<file path="config.mk">
export PLATFORM = sky130hd
export DESIGN_NAME = led_io_loader
export DESIGN_NICKNAME = d
export VERILOG_FILES = /design/src/rtl/led_io_loader.sv
export SDC_FILE = /design/constraint.sdc
export NUM_CORES = 1
export LEC_CHECK = 0
export BUFFER_PORTS_ARGS = -buffer_cell sky130_fd_sc_hd__buf_2
export CORE_MARGIN = 1.5
export CORE_UTILIZATION = 55
export DETAILED_ROUTE_END_ITERATION = 10
export GPL_ROUTABILITY_DRIVEN = 0
export PLACE_DENSITY_LB_ADDON = 0.08
export REMOVE_ABC_BUFFERS = 1
export SYNTH_ARGS = -nofsm -noshare
export SYNTH_HDL_FRONTEND = slang
export SYNTH_SLANG_ARGS = --single-unit
</file>
<file path="constraint.sdc">
create_clock -name clk -period 5.1 [get_ports clk]
set_clock_uncertainty 0.2 [all_clocks]
set_input_delay 1.02 -clock clk [delete_from_list [all_inputs] [get_ports clk]]
set_output_delay 1.02 -clock clk [all_outputs]
set_load 0.05 [all_outputs]
</file>
<file path="src/rtl/led_io_loader.sv">
// Byte-serial key/plaintext loader and ciphertext unloader for the LED cipher core.
// Optional read-back of the last written byte in LOAD: define LED_LOADER_ECHO_EN.
module led_io_loader #(
  parameter int SYNC_STAGES = 2,
  parameter int BLOCK_BYTES = 8
) (
  input  logic                     clk,
  input  logic                     rst_n,
  input  logic                     ena,
  input  logic [7:0]               data_in,
  input  logic                     wr_strobe,
  input  logic                     sel_key,
  input  logic                     rd_strobe,
  output logic [7:0]               data_out,
  output logic                     busy,
  output logic                     ct_valid,
  output logic                     overrun,
  output logic                     core_start,
  output logic [8*BLOCK_BYTES-1:0] core_key,
  output logic [8*BLOCK_BYTES-1:0] core_pt,
  input  logic                     core_done,
  input  logic [8*BLOCK_BYTES-1:0] core_ct
);

  localparam int W  = 8 * BLOCK_BYTES;
  localparam int CW = $clog2(BLOCK_BYTES + 1);
  localparam logic [CW-1:0] FULL = CW'(BLOCK_BYTES);

  typedef enum logic [1:0] {
    LOAD   = 2'd0,
    START  = 2'd1,
    WAIT   = 2'd2,
    UNLOAD = 2'd3
  } state_t;

  state_t              state_r, state_s;
  logic [W-1:0]        key_r, key_s, pt_r, pt_s, ct_r, ct_s;
  logic [CW-1:0]       key_cnt_r, key_cnt_s, pt_cnt_r, pt_cnt_s, rd_cnt_r, rd_cnt_s;
  logic                ct_valid_r, ct_valid_s, overrun_r, overrun_s;
  logic [SYNC_STAGES-1:0] wr_sync_r, rd_sync_r;
  logic                wr_prev_r, rd_prev_r;
  logic                wr_ev_s, rd_ev_s;

  // Strobe synchronisers plus one edge-detect flop each.
  always_ff @(posedge clk or negedge rst_n) begin
    if (!rst_n) begin
      wr_sync_r <= '0;
      rd_sync_r <= '0;
      wr_prev_r <= 1'b0;
      rd_prev_r <= 1'b0;
    end else begin
      wr_sync_r <= {wr_sync_r[SYNC_STAGES-2:0], wr_strobe};
      rd_sync_r <= {rd_sync_r[SYNC_STAGES-2:0], rd_strobe};
      wr_prev_r <= wr_sync_r[SYNC_STAGES-1];
      rd_prev_r <= rd_sync_r[SYNC_STAGES-1];
    end
  end

  assign wr_ev_s = ena & wr_sync_r[SYNC_STAGES-1] & ~wr_prev_r;
  assign rd_ev_s = ena & rd_sync_r[SYNC_STAGES-1] & ~rd_prev_r;

  // Next-state and datapath update for the load/start/wait/unload sequence.
  always_comb begin
    state_s    = state_r;
    key_s      = key_r;
    pt_s       = pt_r;
    ct_s       = ct_r;
    key_cnt_s  = key_cnt_r;
    pt_cnt_s   = pt_cnt_r;
    rd_cnt_s   = rd_cnt_r;
    ct_valid_s = ct_valid_r;
    // Writes outside LOAD are dropped but flagged; the flag is sticky.
    overrun_s  = overrun_r | (wr_ev_s & (state_r != LOAD));
    case (state_r)
      LOAD: begin
        if (wr_ev_s && sel_key) begin
          key_s     = {key_r[W-9:0], data_in};
          key_cnt_s = (key_cnt_r == FULL) ? key_cnt_r : key_cnt_r + CW'(1);
        end else if (wr_ev_s) begin
          pt_s      = {pt_r[W-9:0], data_in};
          pt_cnt_s  = (pt_cnt_r == FULL) ? pt_cnt_r : pt_cnt_r + CW'(1);
        end else begin
          key_s = key_r;
        end
        if (key_cnt_r == FULL && pt_cnt_r == FULL) begin
          state_s = START;
        end else begin
          state_s = LOAD;
        end
      end
      START: begin
        pt_cnt_s = '0;
        state_s  = WAIT;
      end
      WAIT: begin
        if (core_done) begin
          ct_s       = core_ct;
          ct_valid_s = 1'b1;
          rd_cnt_s   = '0;
          state_s    = UNLOAD;
        end else begin
          state_s = WAIT;
        end
      end
      UNLOAD: begin
        if (rd_ev_s) begin
          ct_s     = {ct_r[W-9:0], 8'h00};
          rd_cnt_s = rd_cnt_r + CW'(1);
          if (rd_cnt_r == FULL - CW'(1)) begin
            ct_valid_s = 1'b0;
            state_s    = LOAD;
          end else begin
            state_s = UNLOAD;
          end
        end else begin
          state_s = UNLOAD;
        end
      end
      default: begin
        state_s = LOAD;
      end
    endcase
  end

  // State and datapath registers.
  always_ff @(posedge clk or negedge rst_n) begin
    if (!rst_n) begin
      state_r    <= LOAD;
      key_r      <= '0;
      pt_r       <= '0;
      ct_r       <= '0;
      key_cnt_r  <= '0;
      pt_cnt_r   <= '0;
      rd_cnt_r   <= '0;
      ct_valid_r <= 1'b0;
      overrun_r  <= 1'b0;
    end else begin
      state_r    <= state_s;
      key_r      <= key_s;
      pt_r       <= pt_s;
      ct_r       <= ct_s;
      key_cnt_r  <= key_cnt_s;
      pt_cnt_r   <= pt_cnt_s;
      rd_cnt_r   <= rd_cnt_s;
      ct_valid_r <= ct_valid_s;
      overrun_r  <= overrun_s;
    end
  end

`ifdef LED_LOADER_ECHO_EN
  logic [7:0] echo_r;

  // Last byte accepted in LOAD, for host loopback.
  always_ff @(posedge clk or negedge rst_n) begin
    if (!rst_n) begin
      echo_r <= 8'h00;
    end else if (wr_ev_s && state_r == LOAD) begin
      echo_r <= data_in;
    end else begin
      echo_r <= echo_r;
    end
  end
`endif

  // Output byte mux: ciphertext head in UNLOAD.
  always_comb begin
    data_out = 8'h00;
    if (state_r == UNLOAD) begin
      data_out = ct_r[W-1 -: 8];
    end
`ifdef LED_LOADER_ECHO_EN
    else if (state_r == LOAD) begin
      data_out = echo_r;
    end
`endif
    else begin
      data_out = 8'h00;
    end
  end

  assign busy       = (state_r == START) || (state_r == WAIT);
  assign core_start = (state_r == START);
  assign ct_valid   = ct_valid_r;
  assign overrun    = overrun_r;
  assign core_key   = key_r;
  assign core_pt    = pt_r;

endmodule

</file>
### Yosys cells after proc, flatten, opt, wreduce, memory -nomap -nowiden

Cells that the tools add are included.

| storage, ports and cells | value |
|---|---|
| register bits | 214 |
| latch bits | 0 |
| memory bits (writable) | 0 |
| memory bits (read-only) | 0 |
| bits of input ports | 79 |
| output and inout bits | 140 |
| word-level logic and storage cells | 71 |
| memories | 0 |

| cells by class | value |
|---|---|
| add/subtract/negate cells | 3 |
| multiply operators | 0 |
| divide/modulo/power cells | 0 |
| $lt $le $gt $ge | 0 |
| equal/unequal tests | 12 |
| shift-type cells | 0 |
| muxes and demuxes | 20 |
| bitwise operators | 10 |
| reductions and logical operators | 13 |

Operator list:

| cell | count |
|---|---|
| 2-to-1 mux 64 bit | 2 |
| case mux 64 bit (2 select lines) | 1 |
| 2-to-1 mux 4 bit | 5 |
| case mux 4 bit (2 select lines) | 2 |
| adder 4 x 1 -> 4 bit, second input constant | 3 |
| inequality test 2 bit, second input constant | 6 |
| AND reduction 3 bit | 3 |
| equality test 4 bit, second input constant | 2 |
| 2-to-1 mux 8 bit | 1 |
| case mux 2 bit (4 select lines) | 1 |
| AND reduction 4 bit | 2 |
| nonzero test 2 bit | 3 |
| bitwise AND 1 bit | 5 |
| 2-to-1 mux 1 bit | 5 |
| equality test 2 bit, second input constant | 2 |
| equality test 4 x 3 -> 1 bit, second input constant | 1 |
| 2-to-1 mux 2 bit | 2 |
| NOT 1 bit | 4 |
| equality test 2 x 1 -> 1 bit, second input constant | 1 |
| logical AND 1 bit | 2 |
| zero test 2 bit | 1 |
| case mux 1 bit (2 select lines) | 1 |
| AND reduction 2 bit | 1 |
| logical OR 1 bit | 1 |
| bitwise OR 1 bit | 1 |

### Logic depth before layout (Yosys ltp)

Gate-level depths: netlist (run 1).

| depth | value |
|---|---|
| depth after elaboration | 5 |
| depth in mapped cells | 7 |
| gate-level depth less buffers | 5 |

### Worst setup path after synthesis (run 1)

Ideal clock, no wire load.

| path | value |
|---|---|
| path type | register to output |
| start | reg state_r[1] |
| end | out data_out[0] |
| arrival | 1.693 ns |
| data required time | 3.880 ns |
| slack | 2.187 ns |
| stages on the path, launching flop included | 6 |
| buffers on the path | 3 |
| cells stage by stage | dfrtp_1 ha_1 buf_2 buf_2 clkbuf_1 and2_1 |

| between the ends | value |
|---|---|
| longest elaborated chain between the ends | 2 |

RTL lines:

| item | line | source |
|---|---|---|
| from (decl) | 36 | `state_t state_r, state_s;` |
| from (signal assigned) | 138 | `state_r <= state_s;` |
| equality test 2 bit | 168 | `if (state_r == UNLOAD) begin` |
| 2-to-1 mux 8 bit | 168 |  |
| to (decl) | 14 | `output logic [7:0] data_out,` |

No other way between the ends.

### Final worst setup path (run 1)

| path | value |
|---|---|
| start | reg state_r[1] |
| end | out data_out[4] |

The elaborated chain is that of the path after synthesis.

==> out/qor.yml, run 1 <==
setup_viol: 0
cts_buffers: 23
ir_drop_mv: 0.614
path_cells: "ha_2 -> buf_4 -> and2_1 -> buf_2"
ant_nets: 0
synth_area_leaders: "dfrtp_1 59%, mux2_2 28%, mux2_4 1.7%"
hold_path_depth: 0
worst_path_max_delay_cell: "ha_2"
pwr_density_cell_nw_per_um2: 597
regToRegSetupSlack_ps: 1880
worstMarginPinSlew_ps: 970
synth_cell_types: 48
r2r_cells: 5
ys_ff_latch: 214
grt_pass1_vias: 5891
syn_to_final_growth_pct: 23.5
cpPeakStageDelay_ps: 860
drc_errors: 0
place_inst: 999
final_util_pct: 69.9
synth_cells: 587
max_freq_mhz: 259
rsz0062_at_grt: "no"
cts_tree: "yes"
hp-start: "wr_sync_r[0]$_DFF_PN0_"
setup_slack_ps: 1240
antenna_found_initial: 1
dpl_cell_area_um2: 10300
die_h_um: 131
grt-ovfl-total: 0
wl_per_cell_um: 17.5
whs_ps: 158
avgSynthCellArea_um2: 15.4
stdcell_count: 1041
path_class: "flop to output pin"
wl_um: 18200
cts_setup_buffers: 0
hpwlAfterDp_um: 12300
coreArea_um2: 16000
die_x_um: 131
path_max_fanout: 44
cp.depth: 4
cp_data_required_time_ps: 3880
clock_latency_ps: 490
port_buffers: 218
synth.top_cell.area_share_pct: 59.1
grt_pass1_wl_um: 30000
synth_edf_count: 0
startpoint: "state_r[1]$_DFF_PN0_"
drive_gt1_share_pct: 61.5
cts-root-buf: "clkbuf_16"
cpLargestDelayFamily: "adder cells"
critPathCaptureType: "output pin"
viasPerCell: 5.37
postCtsHoldBufs: 0
path_buf_inv: 2
final_cell_area_um2: 11200
drv_cap: 0
yosysTopAreaCell: "dfrtp_1"
leakage_nw: 5.80
start_util_pct: 56.6
startpoint_type: "flop"
grt_start_max_net_pins: 125
drtPass1Iterations: 4
timing.setup.tns_ps: 0
hp-class: "flop to flop"
die_area_um2: 17300
place_ws_ps: 1740
r2r-end: "ct_r[40]$_DFFE_PN0P_"
crit_path_end: "data_out[4]"
clk_pin_slew_ps: 60
cts_resized: 0
hold_viol_final: 0
htree_levels: 1
min_period_ps: 3860
clock_path_buffers: 3
ys.flop_type: "dfrtp_1"
total_power_mw: 6.68
critical_path_arrival_ps: 2640
grt_use_total_pct: 21.1
async_flop_share_pct: 100
r2r_start: "state_r[1]$_DFF_PN0_"
nNetsFinal: 896
drt_iter0_markers: 262
clock-sinks: 214
yosysWarnings: 0
maxSlewHeadroom_pct: 35.3
drv_slew: 0
synth.most_common_cell: "mux2_2"
synth_common_cells: "223 x mux2_2, 214 x dfrtp_1, 16 x buf_4, 10 x mux2_1, 10 x mux2_4"
via_count: 5591
fill_cells: 1162
outcome: "complete, no violations"
ys_seq_area_share_pct: 59.1
min_period_over_period_pct: 75.8
syn-cell-area_um2: 9060
top_level_ports: 219
fp-row-count: 46
-- area by class of cell --
type / instances / area, um^2 / share of cell area, %
flip-flops and latches: 214 / 5360 / 47.9
multi-input cells: 335 / 3480 / 31.1
repair buffers: 225 / 1160 / 10.4
clock buffers: 28 / 644 / 5.76
well taps: 216 / 270 / 2.42
clock inverters: 13 / 240 / 2.15
inverters: 9 / 33.8 / 0.302
diodes: 1 / 2.50 / 0.0224
-- routing by layer --
metal / GRT usage (%) / part of all wire, % / routed length (um) / vias to the layer above
met4: 6.85 / 2.7 / 498 / 0
met2: 34.7 / 48 / 8790 / 179
met5: 0 / 0 / 0 / -
met3: 6.13 / 7.4 / 1350 / 40
li1: - / - / - / 2538
met1: 27.1 / 42 / 7570 / 2834
-- report_power, final --
part	switching, mW	internal [mW]	leakage (nW)
Combinational	1.36	0.965	2.56
Clock	0.657	1.25	0.442
Sequential	0.284	2.16	2.80
Total	2.30	4.38	5.80
-- state kept, by name, summed over array words and instances (netlist names), 2 cells and up --
signal and flops:
core_key 64, core_pt 64, ct_r 64, key_cnt_r 4
pt_cnt_r 4, rd_cnt_r 4, rd_sync_r 2, state_r 2
wr_sync_r 2
-- cell families after synthesis --
kind of cell | count (synthesis) | share of synthesized area, %
XOR/XNOR | 2 | 0.193
AND/OR/NAND/NOR | 50 | 3.48
buffers and inverters | 38 | 2.55
AO/OA/AOI/OAI | 29 | 2.54
multiplexers | 245 | 30.9
flip-flops | 214 | 59.1
adder cells (fa/ha/maj) | 9 | 1.24
-- worst min path at each step --
stage                                         to  slack, ps
after global placement    rd_sync_r[1]$_DFF_PN0_        130
after detailed placement  wr_sync_r[1]$_DFF_PN0_        140
after CTS                 wr_sync_r[1]$_DFF_PN0_        160
after floorplan           rd_sync_r[1]$_DFF_PN0_        130
final                     wr_sync_r[1]$_DFF_PN0_        160
after global routing      wr_sync_r[1]$_DFF_PN0_        170
-- placed cells by master, fill, tap and decap left out, types with 5 or more instances in the layout --
master       n
clkbuf_8     6
and2_1       9
ha_1         8
dfrtp_1    214
nand2_1      7
bufinv_16    7
mux2_2     223
nor2b_1      5
a22o_1       8
clkbuf_16   23
mux2_4      10
nand3_1      6
nand3b_1     6
mux2_1      10
buf_4        6
inv_1        9
buf_2      217
clkinv_2     6
-- worst register-to-register path, stage by stage, from the launching register on --
cell and delay [ps]:
dfrtp_1 420, ha_2 860, mux2i_2 290, a21oi_4 200, buf_4 650, mux2_2 470
No activity file was read; power rests on OpenSTA's default activity.
==> inputs of run 2 (changes only) <==
Settings changed: CORE_UTILIZATION 55 to 48.
Clock period 5.1 ns to 3.4 ns, I/O delays scaled along.
==> out/qor.yml, run 2 (synthesized netlist as in run 1, its figures left out) <==
dpl_cell_area_um2: 10400  # +1.1%
wl_per_cell_um: 17.3  # -1.1%
switchingPower_mw: 3.45  # +50%
stdcell_count: 1064  # +2.2%
cts_resized: 0  # unchanged
comb_power_share_pct: 35.7  # +0.9 points
grt_pass1_vias: 5870  # -0.36%
cts_buffers: 24  # +4.3%
final_util_pct: 60.7  # -9.2 points
fp-row-count: 50  # +8.7%
pwr_density_cell_nw_per_um2: 882  # +48%
clk_pin_slew_ps: 60  # about the same
r2r_cells: 7  # +2
via_count: 5526  # -1.2%
place_inst: 1021  # +2.2%
htree_levels: 1  # unchanged
pwr-share-clk_pct: 27.5  # -1.0 points
critical_path_arrival_ps: 2010  # -630 ps
drv_cap: 0  # unchanged
viasPerCell: 5.19  # -3.3%
path_max_fanout: 74  # +68%
drive_gt1_share_pct: 61.4  # -0.083 points
layout_commonest_cell: "mux2_2"
start_util_pct: 48.8  # -7.9 points
die_x_um: 140  # +6.9%
clock_latency_ps: 500  # about the same
critPathCaptureType: "output pin"
grt_pass1_wl_um: 30300  # +1.2%
intPower_mw: 6.49  # +48%
drv_slew: 0  # unchanged
worstMarginPinSlew_ps: 720  # -250 ps
leakage_nw: 5.82  # +0.38%
postCtsHoldBufs: 0  # unchanged
port_buffers: 218  # unchanged
hp-class: "input pin to asynchronous set/reset pin"
min_period_over_period_pct: 85.1
outcome: "complete, no violations"
nNetsFinal: 901  # +0.56%
drtPass1Iterations: 4  # unchanged
max_freq_mhz: 345
top_level_ports: 219  # unchanged
cts_setup_buffers: 0  # unchanged
r2r-end: "core_key[15]$_DFFE_PN0P_"
layout_common_cells: "223 x mux2_2, 217 x buf_2, 214 x dfrtp_1"
path_class: "flop to output pin"
p_seq_share_pct: 36.8  # +0.2 points
path_cells: "ha_2 -> buf_12 -> and2_1 -> buf_2"
die_h_um: 140  # +6.9%
coreArea_um2: 18600  # +16%
hold_viol_final: 0  # unchanged
min_period_ps: 2890
die_area_um2: 19700  # +14%
ir_drop_mv: 0.611  # -0.47%
antenna_cells: 0  # -1
regToRegSetupSlack_ps: 900  # -980 ps
worst_path_max_delay_cell: "dfrtp_1"
switching_share_pct: 34.7  # +0.24 points
startpoint_type: "flop"
cts_tree: "yes"
r2r_start: "state_r[1]$_DFF_PN0_"
grt-ovfl-total: 0  # unchanged
clock_path_buffers: 3  # unchanged
cpPeakStageDelay_ps: 420  # -440 ps
ant_nets: 0  # unchanged
cp_data_required_time_ps: 2520  # -1360 ps
path_buf_inv: 2  # unchanged
rsz0062_at_grt: "no"
drt_iter0_markers: 210  # -20%
cts-root-buf: "clkbuf_16"
wl_um: 18400  # +1.1%
cpLargestDelayFamily: "buffers and inverters"
syn_to_final_growth_pct: 24.4
grt_use_total_pct: 18.9  # -2.2 points
clock-sinks: 214  # unchanged
startpoint: "state_r[1]$_DFF_PN0_"
setup_viol: 0  # unchanged
hpwlAfterDp_um: 12700  # +3.0%
grt_start_max_net_pins: 88  # -30%
drc_errors: 0  # unchanged
final_cell_area_um2: 11300  # +0.77%
timing.setup.tns_ps: 0  # unchanged
antenna_found_initial: 1  # unchanged
total_power_mw: 9.95  # +49%
maxSlewHeadroom_pct: 52.0  # +17 points
==> run 2: cell type report <==
type                    instances  area [um^2]
clock buffers                  33          706
clock inverters                10          153
fillers                      1495         7310
inverters                       9         33.8
multi-input cells             335         3480
flip-flops and latches        214         5360
well taps                     234          293
repair buffers                229         1260
==> run 2: stage by stage <==
| step | hold WS, ps | setup slack [ps] |
|---|---|---|
| after CTS | 60.3 | 488 |
| after global routing | 62.5 | 407 |
| after floorplan | 131 | -952 |
| final | 46.9 | 505 |
| after global placement | 135 | 987 |
| after detailed placement | 144 | 915 |
==> run 2: layer usage <==
layer  share of wire [%]  GRT usage (%)
met4                 1.7           5.26
met1                  42           23.9
met3                 8.3           6.12
met5               0.082              0
met2                  48           31.1
==> run 2: power by group through the flow <==
stage / combinational [mW] / clock, mW / sequential [mW]
finish: 3.55 / 2.74 / 3.66
global route: 3.79 / 2.94 / 3.76
CTS: 3.59 / 2.82 / 3.67
detailed placement: 3.58 / 0 / 3.71
global placement: 3.49 / 0 / 3.66
floorplan: 1.94 / 0 / 4.44
==> run 2: worst max-delay path by stage <==
stage / cells after the start / slack [ps] / end
2_1_floorplan: 4 / -950 / ct_r[10]$_DFFE_PN0P_
3_5_place_dp: 7 / 910 / core_key[29]$_DFFE_PN0P_
3_3_place_gp: 5 / 990 / ct_r[43]$_DFFE_PN0P_
6_report: 4 / 510 / data_out[1]
4_1_cts: 4 / 490 / data_out[1]
5_1_grt: 4 / 410 / data_out[1]
